==> src/rtl/sram_arbiter.sv <==
// Two-port SRAM controller arbiter: instruction fetch (read-only) vs data port (read/write).
// Define SRAM_ARB_RR_EN for round-robin tie breaking; otherwise the data port wins every tie.
module sram_arbiter #(
    parameter int CNT_W = 32
) (
    input  logic             clk_i,
    input  logic             rst_i,
    input  logic             if_req_i,
    input  logic [31:0]      if_addr_i,
    output logic [31:0]      if_rdata_o,
    output logic             if_ok_o,
    input  logic             mem_re_n_i,
    input  logic             mem_we_n_i,
    input  logic [3:0]       mem_be_n_i,
    input  logic [31:0]      mem_addr_i,
    input  logic [31:0]      mem_wdata_i,
    output logic [31:0]      mem_rdata_o,
    output logic             mem_ok_o,
    output logic             ctl_re_n_o,
    output logic             ctl_we_n_o,
    output logic [3:0]       ctl_be_n_o,
    output logic [31:0]      ctl_addr_o,
    output logic [31:0]      ctl_wdata_o,
    input  logic [31:0]      ctl_rdata_i,
    input  logic             ctl_ok_i,
    output logic [CNT_W-1:0] if_stall_cnt_o,
    output logic [CNT_W-1:0] mem_stall_cnt_o
);

    typedef enum logic [1:0] {IDLE, GNT_IF, GNT_MEM} state_t;

    state_t state_q, state_d;
    logic   mem_pend;
    logic   pick_mem;

    assign mem_pend = ~mem_re_n_i | ~mem_we_n_i;

`ifdef SRAM_ARB_RR_EN
    logic last_mem_q;

    always_ff @(posedge clk_i or posedge rst_i) begin
        if (rst_i)
            last_mem_q <= 1'b0;
        else if (ctl_ok_i && state_q != IDLE)
            last_mem_q <= (state_q == GNT_MEM);
    end

    assign pick_mem = ~last_mem_q;
`else
    assign pick_mem = 1'b1;
`endif

    always_ff @(posedge clk_i or posedge rst_i) begin
        if (rst_i)
            state_q <= IDLE;
        else
            state_q <= state_d;
    end

    // Leaving the grant on the ok edge forces one IDLE cycle between transfers.
    always_comb begin
        state_d = state_q;
        case (state_q)
            IDLE: begin
                if (if_req_i && mem_pend)
                    state_d = pick_mem ? GNT_MEM : GNT_IF;
                else if (mem_pend)
                    state_d = GNT_MEM;
                else if (if_req_i)
                    state_d = GNT_IF;
            end
            GNT_IF, GNT_MEM: begin
                if (ctl_ok_i)
                    state_d = IDLE;
            end
            default: state_d = IDLE;
        endcase
    end

    always_comb begin
        ctl_re_n_o  = 1'b1;
        ctl_we_n_o  = 1'b1;
        ctl_be_n_o  = 4'b1111;
        ctl_addr_o  = '0;
        ctl_wdata_o = '0;
        case (state_q)
            GNT_IF: begin
                ctl_re_n_o = 1'b0;
                ctl_be_n_o = 4'b0000;
                ctl_addr_o = if_addr_i;
            end
            GNT_MEM: begin
                // Both strobes low is treated as a read.
                ctl_re_n_o  = mem_re_n_i;
                ctl_we_n_o  = ~mem_re_n_i | mem_we_n_i;
                ctl_be_n_o  = mem_be_n_i;
                ctl_addr_o  = mem_addr_i;
                ctl_wdata_o = mem_wdata_i;
            end
            default: ;
        endcase
    end

    assign if_ok_o     = ctl_ok_i & (state_q == GNT_IF);
    assign mem_ok_o    = ctl_ok_i & (state_q == GNT_MEM);
    assign if_rdata_o  = if_ok_o  ? ctl_rdata_i : '0;
    assign mem_rdata_o = mem_ok_o ? ctl_rdata_i : '0;

    always_ff @(posedge clk_i or posedge rst_i) begin
        if (rst_i) begin
            if_stall_cnt_o  <= '0;
            mem_stall_cnt_o <= '0;
        end else begin
            if (if_req_i && !if_ok_o && if_stall_cnt_o != '1)
                if_stall_cnt_o <= if_stall_cnt_o + CNT_W'(1);
            if (mem_pend && !mem_ok_o && mem_stall_cnt_o != '1)
                mem_stall_cnt_o <= mem_stall_cnt_o + CNT_W'(1);
        end
    end

endmodule

==> config.mk <==
export PLATFORM = sky130hd
export DESIGN_NAME = sram_arbiter
export DESIGN_NICKNAME = d
export VERILOG_FILES = /design/src/rtl/sram_arbiter.sv
export SDC_FILE = /design/constraint.sdc
export NUM_CORES = 1
export LEC_CHECK = 0
export ABC_AREA = 1
export CORE_AREA = 2 2 131 133
export CTS_BUF_LIST = sky130_fd_sc_hd__clkbuf_16
export CTS_CLUSTER_DIAMETER = 150
export DETAILED_ROUTE_END_ITERATION = 8
export DIE_AREA = 0 0 133 135
export PLACE_DENSITY = 0.7
export SETUP_SLACK_MARGIN = 0.02
export SYNTH_ARGS = -nofsm -noshare
export SYNTH_HDL_FRONTEND = slang
export SYNTH_SLANG_ARGS = --single-unit
==> constraint.sdc <==
create_clock -name clk_i -period 2.6 [get_ports clk_i]
set_clock_uncertainty 0.2 [all_clocks]
set_input_delay 0.52 -clock clk_i [delete_from_list [all_inputs] [get_ports clk_i]]
set_output_delay 0.52 -clock clk_i [all_outputs]
set_load 0.05 [all_outputs]
# After elaboration in Yosys (flattened, before gate mapping)
# Index checks and enable logic that the tools add are counted.
totals:
  elab_cells: 39
  ff_bits: 66
  out_inout_bits: 200
op_classes:
  n_reduce_logical: 10
  n_eq_ne: 6
  bitwise_logic: 6
  n_mux: 12
  add_sub_neg: 2
op_table:
  columns: ["cell", "count"]
  rows:
  - ["$mux 32", 3]
  - ["$add 32x1->32 const B", 2]
  - ["$ne 32x32->1 const B", 2]
  - ["$pmux 32 s2", 1]
  - ["$mux 2", 4]
  - ["$pmux 4 s2", 1]
  - ["$logic_and 1x1->1", 5]
  - ["$ne 4x4->1 const B", 1]
  - ["$pmux 2 s2", 1]
  - ["$and 1x1->1", 2]
  - ["$eq 2x1->1 const B", 1]
  - ["$eq 2x2->1 const B", 1]
  - ["$logic_not 1->1", 2]
  - ["$logic_not 2->1", 1]
  - ["$ne 2x2->1 const B", 1]
  - ["$not 1->1", 2]
  - ["$or 1x1->1", 2]
  - ["$pmux 1 s2", 1]
  - ["$reduce_and 2->1", 1]
  - ["$reduce_or 2->1", 1]
  - ["$mux 1", 1]

# Logic depth before layout (Yosys ltp)
# Gate-level depths: netlist of the first run.
logic_depth:
  depth_word: 5
  depth_mapped: 11
  mapped_depth_nobuf: 10

# Worst setup path after synthesis of the first run
# No wires, ideal clock.
synth_timing:
  path_kind: "reg-to-output"
  from: "register state_q[1]"
  to: "output ctl_addr_o[0]"
  required_time_ns: 1.880
  stages_incl_launch_ff: 7
  arrival_time_ns: 1.924
  path_slack_ns: -0.044
  cell_sequence: "dfrtp_1 -> inv_1 -> ha_1 -> clkbuf_1 -> clkbuf_1 -> nand2_1 -> a21oi_1"
synth_via:
  elab_chain_cells: 2
synth_rtl:
  columns: ["item", "line_no", "source"]
  rows:
  - ["from (decl)", "32", "state_t state_q, state_d;"]
  - ["from (signal assigned)", "57", "state_q <= state_d;"]
  - ["$eq 2x2->1 / $eq 2x1->1 (equally long branches)", "86", "case (state_q)"]
  - ["$pmux 32 s2 *", "86", null]
  - ["to (decl)", "22", "output logic [31:0] ctl_addr_o,"]
# Every way passes the cells marked *; elsewhere a longest branch is shown, timed or not.

# Worst setup path in the final report of the first run
layout_timing:
  from: "register state_q[1]"
  to: "output ctl_re_n_o"
layout_via:
  elab_chain_cells: 2
layout_rtl:
  columns: ["item", "line_no", "source"]
  rows:
  - ["$eq 2x2->1 / $eq 2x1->1 (equally long branches)", "86", null]
  - ["$pmux 1 s2 *", "86", null]
  - ["to (decl)", "19", "output logic ctl_re_n_o,"]
# Marked as above.

==> results of run 1 <==
-- state kept, by name, indices dropped and copies added (netlist names) --
name / flops
if_stall_cnt_o: 32
mem_stall_cnt_o: 32
state_q: 2
-- worst reg2reg max path, cell delays in order (launching register included) --
cell and delay (ns):
dfrtp_1 0.38, inv_1 0.09, ha_2 0.21, nand2_2 0.10, buf_12 0.18, nand2_1 0.17, inv_1 0.18, nand3_1 0.09
nor2_1 0.33, nand3_1 0.12, nand2_1 0.07, nand2_1 0.04
-- worst max path at each step --
stage / startpoint / to / slack [ns] / cells past startpoint
2_1_floorplan: state_q[0] / ctl_addr_o[18] / 0.05 / 6
3_3_place_gp: ctl_ok_i / if_stall_cnt_o[17] / 0.04 / 10
3_5_place_dp: ctl_ok_i / if_stall_cnt_o[17] / -0.03 / 10
4_1_cts: state_q[0] / ctl_re_n_o / 0.03 / 5
5_1_grt: state_q[1] / ctl_re_n_o / -0.03 / 6
6_report: state_q[1] / ctl_re_n_o / 0.05 / 6
-- Yosys cell counts, drive strengths merged, types with 6 or more instances --
| cell type | instances | area share |
|---|---|---|
| o21ai | 7 | 0.0063 |
| nand2 | 464 | 0.32 |
| inv | 122 | 0.082 |
| buf | 13 | 0.017 |
| a21oi | 35 | 0.032 |
| nand3b | 11 | 0.015 |
| dfrtp | 66 | 0.29 |
| clkbuf | 16 | 0.011 |
| nor3 | 6 | 0.0054 |
| nand3 | 35 | 0.033 |
| nor2 | 179 | 0.13 |
| xnor2 | 12 | 0.019 |
| xor2 | 10 | 0.016 |
| nand4 | 7 | 0.0078 |
-- metrics by stage --
stage	utilization	setup slack (ns)	TNS [ns]	total power, W
detailed placement	0.654	-0.0282	-0.0282	0.00768
CTS	0.672	0.0327	0	0.00890
floorplan	-	0.0539	0	0.00456
global route	0.681	-0.0296	-0.0771	0.00943
finish	0.682	0.0521	0	0.00910
global placement	0.654	0.0423	0	0.00764
-- metal layers --
metal	vias to the layer above	GRT usage	wire (µm)
li1	3663	-	-
met1	3419	0.398	11700
met2	337	0.464	12100
met3	52	0.0803	2480
met4	0	0.109	1010
met5	-	0	0
-- report_power, final --
part           switching, W  internal, W  leakage [nW]  total (W)
Combinational       0.00397      0.00267          4.03    0.00664
Sequential         0.000156      0.00112         0.905    0.00128
Clock              0.000451     0.000729         0.135    0.00118
-- cells by family after synthesis --
group                    Yosys count
AO/OA/AOI/OAI                     42
XOR/XNOR                          22
adder cells (fa/ha/maj)            5
buffers and inverters            151
flip-flops                        66
AND/OR/NAND/NOR                  707
-- final cells by class --
class | count | share of cell area
Clock buffer | 9 | 0.0201
Inverter | 122 | 0.0409
Timing Repair Buffer | 359 | 0.442
Multi-Input combinational cell | 776 | 0.318
Antenna cell | 4 | 0.000895
Tap cell | 220 | 0.0246
Sequential cell | 66 | 0.148
Clock inverter | 6 | 0.00526
-- placed cells by master, fill, tap and decap left out, drive strengths merged --
master	netlist	final
xnor2	12	12
a21oi	35	35
nand4	7	7
xor2	10	10
diode	0	4
or2	2	2
nand2	464	464
clkdlybuf4s50	0	201
clkbuf	16	10
nand3b	11	11
nand3	35	35
o21ai	7	7
nor2	179	179
clkinv	0	3
bufinv	0	1
clkinvlp	0	2
ha	5	5
and2	3	3
inv	122	122
dfrtp	66	66
buf	13	157
nor3	6	6
-- repair_timing --
action / 4_1_cts / 5_1_grt
cloned: 0 / 1
setup endpoints to repair: 4 / 34
gates resized for setup: 4 / 32
==> flow_metrics.env, run 1 <==
export IMPL_status="completed"
export IMPL_grt_max_degree=67
export IMPL_critPathBufInv=3
export IMPL_synth_top_family_by_area="simple AND/OR/NAND/NOR gates"
export IMPL_drt_total_wl_um=27300
export IMPL_path_delay_family="simple AND/OR/NAND/NOR gates"
export IMPL_synthArstFlopShare=1.00
export IMPL_yosys_warnings=0
export IMPL_grt_pass1_wl_um=40700
export IMPL_setup_violations=0
export IMPL_multi_input_area_mm2=0.00356
export IMPL_avgSynthCellArea_um2=5.64
export IMPL_max_stage_delay_ns=0.38
export IMPL_stdcell_area_mm2=0.0112
export IMPL_via_count=7471
export IMPL_register_area_mm2=0.00165
export IMPL_r2r_end="if_stall_cnt_o[17]"
export IMPL_synth_mux_area_frac=0
export IMPL_viasPerCell=4.78
export IMPL_dp_hpwl_um=22500
export IMPL_drc_errors=0
export IMPL_cts_buffers=9
export IMPL_grt_pass1_vias=6932
export IMPL_ys_ff_latch=66
export IMPL_grt_use_total=0.298
export IMPL_cts_clk_slew_worst_paths_ns=0.05
export IMPL_critPathArrivalTime_ns=1.83
export IMPL_layout_drive_gt1_share=0.182
export IMPL_post_layout_nonfiller_instances=1562
export IMPL_hold_buffers=0
export IMPL_worst_ep_required_time_ns=1.88
export IMPL_min_period_ns=2.55
export IMPL_nets=1477
export IMPL_cp_slowest_cell="dfrtp_1"
export IMPL_ant_nets=0
export IMPL_insertion_delay_ns=0.33
export IMPL_slew_viol_final=0
export IMPL_synthDistinctLibCells=29
export IMPL_core_mm2=0.0164
export IMPL_clock_sinks=66
export IMPL_fmax_mhz=392
export IMPL_min_to="if_stall_cnt_o[27]"
export IMPL_r2r_cells=11
export IMPL_area_delta_synth_final_pct=99.6
export IMPL_fin_crit_sh=0.980
export IMPL_drv_cap=0
export IMPL_firstDrtPassIters=5
export IMPL_hold_depth=2
export IMPL_fillerInstances=1398
export IMPL_antenna_found_initial=4
export IMPL_synth_simple_gate_area_share=0.512
export IMPL_die_area_mm2=0.0180
export IMPL_whs_ns=0.347
export IMPL_synth_main_ff_cell="dfrtp_1"
export IMPL_row_count=47
export IMPL_worstPathMaxFanout=21
export IMPL_reg2reg_slack_ns=0.32
export IMPL_p_leak_nw=5.07
export IMPL_synth_area_mm2=0.00560
export IMPL_crit_type="reg2out"
export IMPL_power_density_mw_per_mm2=813
export IMPL_worst_setup_path_end_kind="primary output"
export IMPL_synth_edff_count=0
export IMPL_hold_class="reg2reg"
export IMPL_timing_rr_start="state_q[1]"
export IMPL_first_iter_violations=584
export IMPL_io_pin_count=338
export IMPL_worstPathCellList="inv_1 > ha_2 > buf_12 > or2_2 > nand2_1 > buf_6"
export IMPL_port_buffers=337
export IMPL_maxSlewHeadroom=0.635
export IMPL_wl_per_cell_um=17.5
export IMPL_synth_xor_area_frac=0.0344
export IMPL_critPathLaunchType="flop"
export IMPL_synth_fa_ha_area_frac=0.0112
export IMPL_synth_compound_area_share=0.0382
export IMPL_die_y_um=135
export IMPL_cts_buffer_depth=2
export IMPL_hold_viol=0
export IMPL_syn_num_nets=1136
export IMPL_place_gp_congestion=0.998
export IMPL_clockRootBuffer="clkbuf_16"
export IMPL_cts_setup_buffers=0
export IMPL_tightest_slew_ns=0.545
export IMPL_min_from="if_stall_cnt_o[27]"
export IMPL_synthCells=993
export IMPL_cts_tree="done"
export IMPL_grt_ovfl_total=0
export IMPL_rsz0062_at_grt="true"
export IMPL_cts_htree_levels=3
export IMPL_die_x_um=133
export IMPL_start_util=0.341
export IMPL_ir_drop_mv=0.766
export IMPL_placed_area_mm2=0.0107
export IMPL_dp_cells=1542
export IMPL_yosysSeqAreaShare=0.295
(Power assumes the default switching activity.)
==> run 2: changes to the inputs <==
--- a/config.mk
+++ b/config.mk
@@ -9,6 +9,7 @@
 export CORE_AREA = 2 2 131 133
 export CTS_BUF_LIST = sky130_fd_sc_hd__clkbuf_16
 export CTS_CLUSTER_DIAMETER = 150
+export CTS_CLUSTER_SIZE = 16
 export DETAILED_ROUTE_END_ITERATION = 8
 export DIE_AREA = 0 0 133 135
 export PLACE_DENSITY = 0.7
==> results of run 2 <==
No change in the layout: final DEF, timing and power equal those of run 1.
